$ cat src/rtl/sram_rd_burst_arbiter.sv
// sram_rd_burst_arbiter
// Shares the read port of one SRAM channel among NUM_REQ requesters.
// A burst (start address, word count) is granted round-robin and then issued
// as consecutive rd_en/rd_addr cycles. The 1-cycle-latency SRAM data comes
// back on a valid/ready response stream that is tagged with the owner id.
// Optional feature macro: SRAM_ARB_SIZE_WRAP_EN
//   defined   -> address counter wraps from SIZE-1 to 0 (non-power-of-2 SIZE)
//   undefined -> address counter wraps only at 2^ADDR_WIDTH
module sram_rd_burst_arbiter #(
   parameter int DATA_WIDTH = 8,
   parameter int ADDR_WIDTH = 8,
   parameter int SIZE       = 256,
   parameter int NUM_REQ    = 4,
   parameter int ID_WIDTH   = 2,
   parameter int LEN_WIDTH  = 8
) (
   input  logic                          clk,
   input  logic                          rst,
   input  logic [NUM_REQ-1:0]            req_valid,
   input  logic [NUM_REQ*ADDR_WIDTH-1:0] req_addr,
   input  logic [NUM_REQ*LEN_WIDTH-1:0]  req_len,
   output logic [NUM_REQ-1:0]            req_ready,
   output logic                          sram_rd_en,
   output logic [ADDR_WIDTH-1:0]         sram_rd_addr,
   input  logic [DATA_WIDTH-1:0]         sram_rd_data,
   output logic                          rsp_valid,
   input  logic                          rsp_ready,
   output logic [DATA_WIDTH-1:0]         rsp_data,
   output logic [ID_WIDTH-1:0]           rsp_id,
   output logic                          rsp_last,
   output logic                          done,
   output logic                          busy
);

   typedef enum logic [1:0] {
      IDLE  = 2'd0,
      BURST = 2'd1,
      DONE  = 2'd2
   } state_t;

   state_t                state;
   logic [ID_WIDTH-1:0]   rr_ptr;
   logic [ID_WIDTH-1:0]   owner;
   logic [ADDR_WIDTH-1:0] addr_cnt;
   logic [LEN_WIDTH-1:0]  remaining;

   logic                  grant_any;
   logic [NUM_REQ-1:0]    grant_vec;
   logic [ID_WIDTH-1:0]   grant_id;
   logic [ID_WIDTH-1:0]   next_rr;
   logic [ADDR_WIDTH-1:0] sel_addr;
   logic [LEN_WIDTH-1:0]  sel_len;
   logic [ADDR_WIDTH-1:0] next_addr;
   logic                  issue;

   // Parameter sanity: ids must cover all requesters and SIZE must fit the address space
   if ((NUM_REQ < 2) || ((2 ** ID_WIDTH) < NUM_REQ) || (SIZE > (2 ** ADDR_WIDTH)) || (SIZE < 1)) begin : g_param_check
      $error("sram_rd_burst_arbiter: inconsistent NUM_REQ/ID_WIDTH/SIZE/ADDR_WIDTH");
   end

   // Round-robin search: first pass looks at requesters >= rr_ptr, second pass wraps to the rest
   always_comb begin
      grant_any = 1'b0;
      grant_vec = '0;
      grant_id  = '0;
      sel_addr  = '0;
      sel_len   = '0;
      for (int pass = 0; pass < 2; pass++) begin
         for (int j = 0; j < NUM_REQ; j++) begin
            if (!grant_any && req_valid[j] && ((pass == 1) || (j >= int'(rr_ptr)))) begin
               grant_any    = 1'b1;
               grant_vec[j] = 1'b1;
               grant_id     = ID_WIDTH'(j);
               sel_addr     = req_addr[j*ADDR_WIDTH +: ADDR_WIDTH];
               sel_len      = req_len[j*LEN_WIDTH +: LEN_WIDTH];
            end
         end
      end
   end

   // Pointer after a grant moves just past the winner, modulo NUM_REQ
   always_comb begin
      next_rr = grant_id + ID_WIDTH'(1);
      if (grant_id == ID_WIDTH'(NUM_REQ - 1)) begin
         next_rr = '0;
      end
   end

   // Next read address, wrapping at SIZE or at the natural address width
   always_comb begin
`ifdef SRAM_ARB_SIZE_WRAP_EN
      next_addr = addr_cnt + ADDR_WIDTH'(1);
      if (addr_cnt == ADDR_WIDTH'(SIZE - 1)) begin
         next_addr = '0;
      end
`else
      next_addr = addr_cnt + ADDR_WIDTH'(1);
`endif
   end

   // A new word may be read only when the response slot is empty or draining this cycle
   always_comb begin
      issue = (state == BURST) && (remaining != '0) && (!rsp_valid || rsp_ready);
   end

   // Accept pulse exists only while idle; held off while reset is asserted
   always_comb begin
      req_ready = '0;
      if ((state == IDLE) && !rst) begin
         req_ready = grant_vec;
      end
   end

   assign sram_rd_en   = issue;
   assign sram_rd_addr = addr_cnt;
   assign rsp_data     = sram_rd_data;
   assign rsp_id       = owner;
   assign done         = (state == DONE);
   assign busy         = (state != IDLE);

   // Main controller: grant, burst issue with response backpressure, then a done cycle
   always_ff @(posedge clk) begin
      if (rst) begin
         state     <= IDLE;
         rr_ptr    <= '0;
         owner     <= '0;
         addr_cnt  <= '0;
         remaining <= '0;
         rsp_valid <= 1'b0;
         rsp_last  <= 1'b0;
      end else begin
         case (state)
            IDLE: begin
               if (grant_any) begin
                  owner     <= grant_id;
                  addr_cnt  <= sel_addr;
                  remaining <= sel_len;
                  rr_ptr    <= next_rr;
                  rsp_valid <= 1'b0;
                  rsp_last  <= 1'b0;
                  state     <= (sel_len != '0) ? BURST : DONE;
               end
            end
            BURST: begin
               if (issue) begin
                  addr_cnt  <= next_addr;
                  remaining <= remaining - LEN_WIDTH'(1);
                  rsp_valid <= 1'b1;
                  rsp_last  <= (remaining == LEN_WIDTH'(1));
               end else if (rsp_valid && rsp_ready) begin
                  rsp_valid <= 1'b0;
                  if (rsp_last) begin
                     rsp_last <= 1'b0;
                     state    <= DONE;
                  end
               end
            end
            DONE: begin
               state <= IDLE;
            end
            default: begin
               state <= IDLE;
            end
         endcase
      end
   end

endmodule
$ cat config.mk
export PLATFORM = sky130hd
export DESIGN_NAME = sram_rd_burst_arbiter
export DESIGN_NICKNAME = d
export VERILOG_FILES = /design/src/rtl/sram_rd_burst_arbiter.sv
export SDC_FILE = /design/constraint.sdc
export NUM_CORES = 1
export LEC_CHECK = 0
export CAP_MARGIN = 0
export CORE_ASPECT_RATIO = 0.5
export CORE_MARGIN = 5
export CORE_UTILIZATION = 46
export DETAILED_ROUTE_END_ITERATION = 7
export PLACE_DENSITY = 0.87
export SYNTH_ARGS = -nofsm -noshare
export SYNTH_HDL_FRONTEND = slang
export SYNTH_SLANG_ARGS = --single-unit
export TNS_END_PERCENT = 5
$ cat constraint.sdc
create_clock -name clk -period 3.6 [get_ports clk]
set_input_delay 1.08 -clock clk [delete_from_list [all_inputs] [get_ports clk]]
set_output_delay 1.08 -clock clk [all_outputs]
set_load 0.005 [all_outputs]
# Yosys cells after proc, flatten, opt, wreduce, memory -nomap -nowiden
# Index checks and enable logic that the tools add are counted.
# classes
eq_ne,10
n_lt_le_gt_ge,3
n_addsub,3
n_mux,58
n_reduce_logical,33
# ops
operator,count
$mux W8,20
$pmux W8 S2,2
$mux W2,12
$mux W1,20
$reduce_bool A8 Y1,2
$logic_and A1 B1 Y1,14
$logic_not A1 Y1,9
$add A8 B1 Y8 const B,1
$eq A8 B1 Y1 const B,1
$ne A2 B2 Y1 const B,4
$sub A8 B1 Y8 const B,1
$reduce_and A3 Y1,2
$eq A2 B2 Y1 const B,2
$ge A1 B2 Y1 const A,2
$mux W4,1
$pmux W1 S2,2
$pmux W2 S2,1
$reduce_and A4 Y1,1
$reduce_bool A2 Y1,2
$ne A3 B2 Y1 const B,1
$add A2 B1 Y2 const B,1
$eq A2 B1 Y1 const B,1
$ge A2 B2 Y1 const A,1
$logic_not A2 Y1,1
other kinds (3),3
# word_totals
elab_cells,114
out_inout_bits,27
reg_bits,24

# Logic depth before layout (Yosys ltp)
# Gate-level depths: netlist of the first run.
# depth
word_depth,30
mapped_depth,9

# Worst setup path after synthesis of the first run
# Ideal clock, no wire load.
# synth_timing
kind,input to output
from,in req_valid[2]
to,out req_ready[0]
arrival_time_ns,2.023
slack_ns,0.497
path_stages,5
path_buffers,1
path_cell_list,buf_2 nor2_4 a22oi_2 o22ai_1 nor2b_1
# synth_between
elab_chain_len,10
# synth_rtl
element,line_no,rtl
start: declaration,19,"input logic [NUM_REQ-1:0] req_valid,"
$logic_and A1 B1 Y1 * (2 in series),70,if (!grant_any && req_valid[j] && ((pass == 1) || (j >= int'(rr_ptr)))) begin
$mux W1 *,70,
$logic_not A1 Y1,70,
$logic_and A1 B1 Y1,70,
$mux W1 *,70,
$logic_not A1 Y1 *,70,
$logic_and A1 B1 Y1 *,70,
$mux W1 *,70,
$mux W4 *,109,if ((state == IDLE) && !rst) begin
end: declaration,22,"output logic [NUM_REQ-1:0] req_ready,"
# Mark *: on every way between the ends. The rest lies on a longest branch, timed or not.

# Worst setup path after layout of the first run
# layout_timing
from,in req_valid[0]
to,reg state[0]
# layout_between
elab_chain_len,29
# layout_rtl
element,line_no,rtl
$logic_and A1 B1 Y1,70,
$mux W1,70,
$logic_not A1 Y1,70,
$logic_and A1 B1 Y1 (2 in series),70,
$mux W1,70,
$logic_not A1 Y1,70,
$logic_and A1 B1 Y1 (2 in series),70,
$mux W1,70,
[... 11 more ...],-,
$mux W1,70,
$logic_not A1 Y1,70,
$logic_and A1 B1 Y1,70,
$mux W8,70,
$reduce_bool A8 Y1,141,state <= (sel_len != '0) ? BURST : DONE;
$mux W2,141,
$mux W2,134,if (grant_any) begin
$pmux W2 S2,132,case (state)
end signal: assignment,141,
end: declaration,41,state_t state;
# Several ways; a longest one is shown, not always the timed one. The select of a mux whose other input is x is not followed.
# A chain may end at the register's enable or synchronous reset.

==> flow_metrics.tcl, run 1 <==
set metrics [dict create \
    status "finished with violations" \
    violations "setup timing" \
    hold_ws_ns 0.502 \
    yosys-top-cells-area "dfxtp_1, a21oi_1, o22ai_1, nor2_1, mux2_2" \
    stdcell_area_mm2 0.00358 \
    final_cell_mix "clkdlybuf4s50_1, buf_4, a21oi_1, nor2_1, nand2_1" \
    synth_top_family_by_area "compound AO/OA/AOI/OAI gates" \
    syn-cell-area_mm2 0.00236 \
    htree_levels 1 \
    cts_buffers 3 \
    area_growth_pct 51.7 \
    syn_inst 331 \
    cts_tree "done" \
    cts.sinks 24 \
    pre_cts_ws_ns -0.329 \
    hold_class "reg -> reg" \
    synth-xor-area-share 0 \
    start_kind "input pin" \
    slew_viol_final 0 \
    async_flop_share 0 \
    diodes 0 \
    final_common_cell "clkdlybuf4s50_1" \
    fin_ws_ns -0.0592 \
    synthesis.nets 414 \
    synth_edf_count 0 \
    placementRows 18 \
    port_buffers 89 \
    coreArea_mm2 0.00495 \
    timing.fmax_mhz 273 \
    power_density_mw_per_mm2 662 \
    critPathLaunch "req_valid[0]" \
    grt_pass1_vias 2997 \
    synth_compound_area_frac 0.357 \
    syn_area_per_cell_um2 7.13 \
    die_h_um 60.7 \
    grt_max_degree 26 \
    drc 0 \
    nets 520 \
    grt_usage 0.268 \
    drt_wl_total_mm 9.72 \
    min_path_cells 2 \
    drive_above_1_share 0.181 \
    period_minus_slack_ns 3.66 \
    report.final.hold_viol_count 0 \
    synth_top_area_cell "dfxtp_1" \
    rsz0062_at_grt "true" \
    first_pass_iters 5 \
    drv_cap 0 \
    hpwl_mm 7.02 \
    vdd_drop_max_uv 469 \
    timing.rr.end "state[0]" \
    r2r_slack_ns 0.24 \
    dpl_cell_area_mm2 0.00340 \
    antenna_found_initial 0 \
    synth.area.mux_share 0.0472 \
    setup_tns_ns -0.0991 \
    vias 3187 \
    worstSkewPairLatency_ns 0.26 \
    yosys_most_used_dff "dfxtp_1" \
    tightestPinTransition_ns 0.636 \
    path_clk_slew_ns 0.08 \
    dp.cells 493 \
    ys_ff_latch 24 \
    floorplan.initialDensity 0.477 \
    seq_area_frac_synth 0.203 \
    max_slew_margin 0.575 \
    clockBufferDepth 2 \
    setup_violations 2 \
    ff2ff_path_depth 14 \
    endpoint "state[0]" \
    layout.cells.non_filler 506 \
    grt_pass1_wl_mm 14.8 \
    criticalPathCategory "in -> reg" \
    root_buffer "clkbuf_8" \
    yosys_warnings 0 \
    required_ns 3.75 \
    synthSimpleGateAreaFrac 0.266 \
    die_area_mm2 0.00675 \
    min_period_over_period 1.02 \
    ys_types 55 \
    overflow 0 \
    io_pins 106 \
    gp_congestion 0.921 \
    post_drt_wl_per_cell_um 19.2 \
    skew_ns 0.00115 \
    arrival_ns 3.81 \
    first_iter_violations 363 \
    synthAdderAreaFrac 0.0212 \
    path_max_fanout 9 \
    synth_top_area_frac 0.203 \
    detail-route-antenna-nets 0 \
    die_w_um 111 \
    r2r-start "rr_ptr[1]" \
    power.leakage_nw 1.41 \
    hold_buffers 0 \
    via_per_inst 6.30 \
    cp-end-kind "flop" \
]
where the power goes:
part           internal [W]  total (W)  leakage [nW]  switching [W]
logic              0.000747    0.00167          1.18       0.000925
clock network     0.0000976   0.000182        0.0288      0.0000844
registers          0.000368   0.000517         0.198       0.000150
total               0.00121    0.00237          1.41        0.00116
what timing repair did:
action / CTS / global route
pin swaps: 3 / 1
resized for setup: 13 / 11
endpoints found under the setup margin: 5 / 8
setup buffers: 7 / 2
worst min path at each step:
stage	from	end	slack (ns)
finish	rsp_id[1]	rsp_id[1]	0.50
global route	rsp_last	rsp_last	0.53
CTS	sram_rd_addr[1]	sram_rd_addr[1]	0.51
detailed placement	rsp_id[1]	rsp_id[1]	0.49
global placement	remaining[5]	remaining[5]	0.47
floorplan	remaining[5]	remaining[5]	0.46
state kept, by name, summed over array words and instances (netlist names):
name	cells
rr_ptr	2
rsp_valid	1
sram_rd_addr	8
remaining	8
state	2
rsp_last	1
rsp_id	2
Yosys cell counts, types with 4 or more instances:
cell type and n:
mux2_2 9, nor2_1 28, a222oi_1 5, or3_1 4, o21ai_0 14, o221ai_1 8
o22ai_1 20, nor3b_1 9, a31oi_1 9, ha_1 4, clkbuf_1 8, a21oi_1 30
inv_1 22, nor2b_1 6, a22oi_1 4, nand2b_1 6, o21ai_1 7, o31ai_1 9
buf_4 8, nand4_1 4, nor3_1 9, buf_2 5, nand3_1 7, dfxtp_1 24
nand2_1 27
per-layer routing:
metal  track usage  vias to the layer above  wire length, um
li1              -                     1453                -
met1         0.347                     1478             3940
met2         0.460                      228             4530
met3        0.0488                       28              977
met4         0.102                        0              275
met5             0                        -                0
worst max-delay path, stage by stage:
cell and delay [ns]:
clkdlybuf4s15_2 0.25, nor3b_2 0.31, buf_4 0.17, buf_4 0.10, buf_4 0.10, buf_4 0.10
buf_4 0.09, buf_4 0.09, buf_4 0.10, buf_4 0.11, nand3_2 0.27, o221ai_2 0.35
nand4_1 0.20, nor4_4 0.37, o31ai_1 0.10
layout make-up:
cell class	count	area (um2)
sequential	24	480
clock buffer	4	55.1
timing repair buffer	128	1170
multi-input combinational	257	1690
inverter	23	88.8
fill	383	1370
tap	70	87.6
kinds of logic (layout without fill, tap and decap cells):
group,count (synthesis),in the layout
AO/OA/AOI/OAI,127,127
adder cells (fa/ha/maj),4,4
buffers and inverters,50,155
AND/OR/NAND/NOR,116,116
multiplexers,10,10
flip-flops,24,24
per-stage QoR:
stage | util | total power (W)
final | 0.723 | 0.00237
after global routing | 0.723 | 0.00253
after CTS | 0.710 | 0.00230
after detailed placement | 0.687 | 0.00208
after global placement | 0.687 | 0.00203
after floorplan | - | 0.00149
Note: power is estimated with default switching activity, not from simulation.
==> run 2, diff against run 1 <==
--- a/config.mk
+++ b/config.mk
@@ -7,10 +7,11 @@
 export LEC_CHECK = 0
 export CAP_MARGIN = 0
 export CORE_ASPECT_RATIO = 0.5
-export CORE_MARGIN = 5
-export CORE_UTILIZATION = 46
+export CORE_MARGIN = 2
+export CORE_UTILIZATION = 43
 export DETAILED_ROUTE_END_ITERATION = 7
-export PLACE_DENSITY = 0.87
+export PLACE_DENSITY = 0.82
+export RECOVER_POWER = 25
 export SYNTH_ARGS = -nofsm -noshare
 export SYNTH_HDL_FRONTEND = slang
 export SYNTH_SLANG_ARGS = --single-unit
==> constraint.sdc (replaced) <==
create_clock -name clk -period 3.65 [get_ports clk]
set_input_delay 1.095 -clock clk [delete_from_list [all_inputs] [get_ports clk]]
set_output_delay 1.095 -clock clk [all_outputs]
set_load 0.005 [all_outputs]
==> run 2 against run 1 <==
Net effect:
- the run now ends clean
- combinational power fell by 4%
- die area shrank 9.1%
- clock skew increased by 0.0021 ns
- first-iteration DRC count fell by 12%
- critical endpoint is now req_ready[0]
- largest power group unchanged
- highest routed layer unchanged
==> flow_metrics.tcl, run 2 (same netlist as run 1, synthesis figures left out) <==
set metrics [dict create \
    p_sw_frac 0.481 \
    die_w_um 109 \
    period_minus_slack_ns 3.65 \
    path_clk_slew_ns 0.08 \
    crit_chain "dlygate4sd2_1, nor2_4, a22oi_2, o22ai_2, nor2b_4, clkdlybuf4s50_1" \
    slowest_stage "clkdlybuf4s50_1" \
    pwr-share-seq 0.219 \
    max_slew_margin 0.595 \
    wirelength_met1_mm 4.03 \
    nFillCells 449 \
    cts.sinks 24 \
    floorplan.initialDensity 0.462 \
    min_period_over_period 0.999 \
    critical_path.top_delay_family "buffers and inverters" \
    timing.fmax_mhz 274 \
    power_density_mw_per_mm2 649 \
    io_pins 106 \
    rsz0062_at_grt "true" \
    crit_buf_inv 2 \
    seqCellArea_um2 480 \
    report.final.hold_viol_count 0 \
    vias 3014 \
    detail-route-antenna-nets 0 \
    dr_wl_met2_mm 3.86 \
    pre_cts_ws_ns -0.376 \
    drc 0 \
    path_max_fanout 4 \
    final_common_cell "clkdlybuf4s50_1" \
    wl_met3_um 804 \
    placementRows 18 \
    drt_wl_total_mm 8.80 \
    vdd_drop_max_uv 558 \
    clockPowerShare 0.079 \
    overflow 0 \
    grt_max_degree 26 \
    worstSkewPairLatency_ns 0.27 \
    power.switching_w 0.00110 \
    hold_buffers 0 \
    skew_ns 0.00322 \
    clockBufferDepth 2 \
    start_kind "input pin" \
    post_drt_wl_per_cell_um 17.6 \
    max_stage_delay_ns 0.50 \
    stdcell_area_mm2 0.00352 \
    intPower_w 0.00119 \
    dpl_cell_area_mm2 0.00343 \
    htree_levels 1 \
    criticalPathCategory "in -> out" \
    via_per_inst 6.02 \
    drive_above_1_share 0.160 \
    die_area_mm2 0.00614 \
    combPwrFrac 0.702 \
    setup_violations 0 \
    status "finished, final reports clean" \
    slew_viol_final 0 \
    diodes 0 \
    grt_usage 0.287 \
    cp-end-kind "output port" \
    drv_cap 0 \
    cts_buffers 3 \
    hold_class "reg -> reg" \
    grt_pass1_wl_mm 14.0 \
    final_cell_mix "clkdlybuf4s50_1, buf_4, a21oi_1, nor2_1, nand2_1" \
    r2r_slack_ns 1.00 \
    fin_ws_ns 0.00349 \
    top_layer "met4" \
    die_h_um 56.4 \
    port_buffers 89 \
    antenna_found_initial 0 \
    first_pass_iters 6 \
    nets 515 \
    arrival_ns 2.55 \
    coreArea_mm2 0.00511 \
    cts_tree "done" \
    total_power_w 0.00228 \
    grt_pass1_vias 2735 \
    root_buffer "clkbuf_8" \
    postLayoutCoreUtil 0.688 \
    multi_input_area_mm2 0.00167 \
    hpwl_mm 6.94 \
    power.leakage_nw 1.39 \
    area_growth_pct 49.0 \
    setup_tns_ns 0 \
    gp_congestion 0.883 \
    tightestPinTransition_ns 0.607 \
    first_iter_violations 319 \
    required_ns 2.55 \
]
run 2: cell count changes in the layout (fill, tap and decap cells not counted), sizes merged:
cell           before  now
buf                39   34
clkdlybuf4s15       1    0
clkdlybuf4s50      80   77
dlygate4sd2         6    5
dlygate4sd3         0    4
dlymetal6s2s        1    2
run 2: path summary, 6_finish.rpt:
check	to	cells after the start	startpoint
worst min register to register	rsp_id[0]	2	rsp_id[0]
worst max-delay path	req_ready[0]	6	req_valid[1]
worst max register to register	state[0]	7	rr_ptr[1]
worst min-delay path	rsp_id[0]	2	rsp_id[0]
run 2: metrics by stage:
step | std cells | hold slack, ns
global placement | 496 | 0.471
floorplan | 331 | 0.459
global route | 501 | 0.520
detailed placement | 496 | 0.482
CTS | 500 | 0.493
finish | 501 | 0.492
run 2: layout make-up:
class | count | share of cell area
Multi-Input combinational cell | 257 | 0.473
Timing Repair Buffer | 123 | 0.324
Clock buffer | 4 | 0.0157
Sequential cell | 24 | 0.137
Tap cell | 70 | 0.0249
Inverter | 23 | 0.0253
run 2: worst register-to-register path, delay by kind of cell, from the launching register on:
kind,cells,cell delay [ns]
compound gates,2,0.56
buf+inv,1,0.15
flops,1,0.69
simple gates,4,1.15
run 2: power groups by stage:
stage	logic (W)	registers, W	clock network (W)
after floorplan	0.00102	0.000455	0
after global placement	0.00152	0.000491	0
after detailed placement	0.00155	0.000500	0
after CTS	0.00157	0.000495	0.000186
after global routing	0.00175	0.000516	0.000198
final	0.00160	0.000501	0.000180
run 2: what timing repair did:
action / 4_1_cts / 5_1_grt
pin swaps: 2 / 2
gates resized for setup: 10 / 7
endpoints found under the setup margin: 5 / 2
cloned: 0 / 0
buffers inserted: 0 / 1
run 2: layer usage:
layer / global-route usage / vias to the layer above
li1: - / 1440
met1: 0.413 / 1437
met2: 0.438 / 123
met3: 0.0697 / 14
met4: 0.0531 / 0
met5: 0 / -
==> run 3, diff against run 2 <==
--- a/config.mk
+++ b/config.mk
@@ -10,8 +10,9 @@
 export CORE_MARGIN = 2
 export CORE_UTILIZATION = 43
 export DETAILED_ROUTE_END_ITERATION = 7
+export GPL_ROUTABILITY_DRIVEN = 0
 export PLACE_DENSITY = 0.82
-export RECOVER_POWER = 25
+export RECOVER_POWER = 50
 export SYNTH_ARGS = -nofsm -noshare
 export SYNTH_HDL_FRONTEND = slang
 export SYNTH_SLANG_ARGS = --single-unit
==> run 3 against run 2 <==
Net effect:
- combinational power barely moved
- final cell count fell by 0.80%
- die area did not move
- via count rose by 1.6%
- largest power group unchanged
==> flow_metrics.tcl, run 3 (same netlist as run 1, synthesis figures left out) <==
set metrics [dict create \
    status "finished, final reports clean" \
    dp.cells 493 \
    grt_pass1_wl_mm 13.9 \
    grt_pass1_vias 2783 \
    first_iter_violations 304 \
    cp-end-kind "output port" \
    report.final.hold_viol_count 0 \
    overflow 0 \
    clockBufferDepth 2 \
    layout.cells.non_filler 497 \
    rsz0062_at_grt "true" \
    path_clk_slew_ns 0.08 \
    worstSkewPairLatency_ns 0.27 \
    hpwl_mm 6.88 \
    slew_viol_final 0 \
    combPwrFrac 0.686 \
    cts_buffers 3 \
    power.switching_w 0.00111 \
    detail-route-antenna-nets 0 \
    diodes 0 \
    root_buffer "clkbuf_8" \
    criticalPathCategory "in -> out" \
    antenna_found_initial 0 \
    die_area_mm2 0.00614 \
    post_drt_wl_per_cell_um 17.7 \
    skew_ns 0.00236 \
    timing.fmax_mhz 275 \
    required_ns 2.55 \
    drc 0 \
    htree_levels 1 \
    max_slew_margin 0.597 \
    arrival_ns 2.54 \
    first_pass_iters 5 \
    cts_setup_buffers 0 \
    final_common_cell "clkdlybuf4s50_1" \
    clockPowerShare 0.101 \
    pwr-share-seq 0.213 \
    total_power_w 0.00231 \
    vdd_drop_max_uv 486 \
    drv_cap 0 \
    power_density_mw_per_mm2 662 \
    cts_tree "done" \
    die_h_um 56.4 \
    io_pins 106 \
    coreArea_mm2 0.00511 \
    vias 3061 \
    path_max_fanout 2 \
    period_minus_slack_ns 3.63 \
    min_period_over_period 0.995 \
    placementRows 18 \
    die_w_um 109 \
    floorplan.initialDensity 0.462 \
    final_cell_mix "clkdlybuf4s50_1, a21oi_1, nor2_1, buf_4, nand2_1" \
    via_per_inst 6.16 \
    setup_violations 0 \
    grt_usage 0.282 \
    grt_max_degree 26 \
    stdcell_area_mm2 0.00349 \
    tightestPinTransition_ns 0.604 \
    power.leakage_nw 1.40 \
    p_sw_frac 0.478 \
    nets 511 \
    dpl_cell_area_mm2 0.00340 \
    intPower_w 0.00121 \
    setup_tns_ns 0 \
    cts.sinks 24 \
    area_growth_pct 47.9 \
    drt_wl_total_mm 8.81 \
    hold_class "reg -> reg" \
    start_kind "input pin" \
    drive_above_1_share 0.148 \
    port_buffers 89 \
]
-- run 3: cell types whose count changed in the layout (fill, tap and decap cells not counted), moves of 2 or more --
| cell | change |
|---|---|
| dlygate4sd3_1 | +7 |
| buf_4 | -6 |
| clkdlybuf4s50_1 | -6 |
| dlygate4sd2_1 | -3 |
| clkbuf_1 | +2 |
| clkdlybuf4s15_2 | +2 |
| nand2b_1 | +2 |
| nand2b_4 | -2 |
| nor2b_2 | +2 |
-- run 3: power by group through the flow --
stage | Combinational (W) | Clock (W) | Sequential, W
floorplan | 0.00102 | 0 | 0.000455
global placement | 0.00150 | 0 | 0.000485
detailed placement | 0.00156 | 0 | 0.000492
CTS | 0.00157 | 0.000237 | 0.000488
global route | 0.00171 | 0.000249 | 0.000504
finish | 0.00159 | 0.000234 | 0.000493
-- run 3: worst max-delay path, stage by stage --
cell	delay (ns)
clkdlybuf4s50_1	0.47
inv_1	0.05
a221o_2	0.38
inv_4	0.06
clkdlybuf4s50_1	0.49
-- run 3: metal layers --
| metal | wire length [um] | part of all wire | global-route usage | vias to the layer above |
|---|---|---|---|---|
| met1 | 3940 | 0.45 | 0.423 | 1437 |
| met2 | 3950 | 0.45 | 0.444 | 176 |
| met5 | 0 | 0 | 0 | - |
| li1 | - | - | - | 1432 |
| met3 | 829 | 0.094 | 0.0174 | 16 |
| met4 | 84 | 0.0095 | 0.0586 | 0 |
-- run 3: final cells by class --
type / instances / area (um2)
Multi-Input combinational cell: 257 / 1650
Fill cell: 430 / 1620
Sequential cell: 24 / 480
Inverter: 23 / 88.8
Timing Repair Buffer: 119 / 1120
Tap cell: 70 / 87.6
Clock inverter: 1 / 30.0
Clock buffer: 3 / 41.3
-- run 3: stage by stage --
step,hold WS [ns],setup slack (ns),util
2_1_floorplan,0.459,0.517,-
3_3_place_gp,0.472,-0.263,0.666
3_5_place_dp,0.486,-0.364,0.666
4_1_cts,0.502,0.00206,0.682
5_1_grt,0.518,-0.0261,0.683
6_report,0.506,0.0168,0.683
-- run 3: path summary, 6_finish.rpt --
| check | start | endpoint | slack (ns) | cells after the start |
|---|---|---|---|---|
| worst max-delay path | rsp_ready | sram_rd_en | 0.02 | 5 |
| worst min-delay path | sram_rd_addr[1] | sram_rd_addr[1] | 0.51 | 2 |
| worst max register to register | rr_ptr[1] | state[0] | 0.97 | 7 |
| worst min register to register | sram_rd_addr[1] | sram_rd_addr[1] | 0.51 | 2 |
-- run 3: repair_timing --
action,4_1_cts,5_1_grt
pin swaps,2,2
resized for setup,11,5
setup endpoints to repair,5,5
gates cloned,0,0
hold buffers,0,0
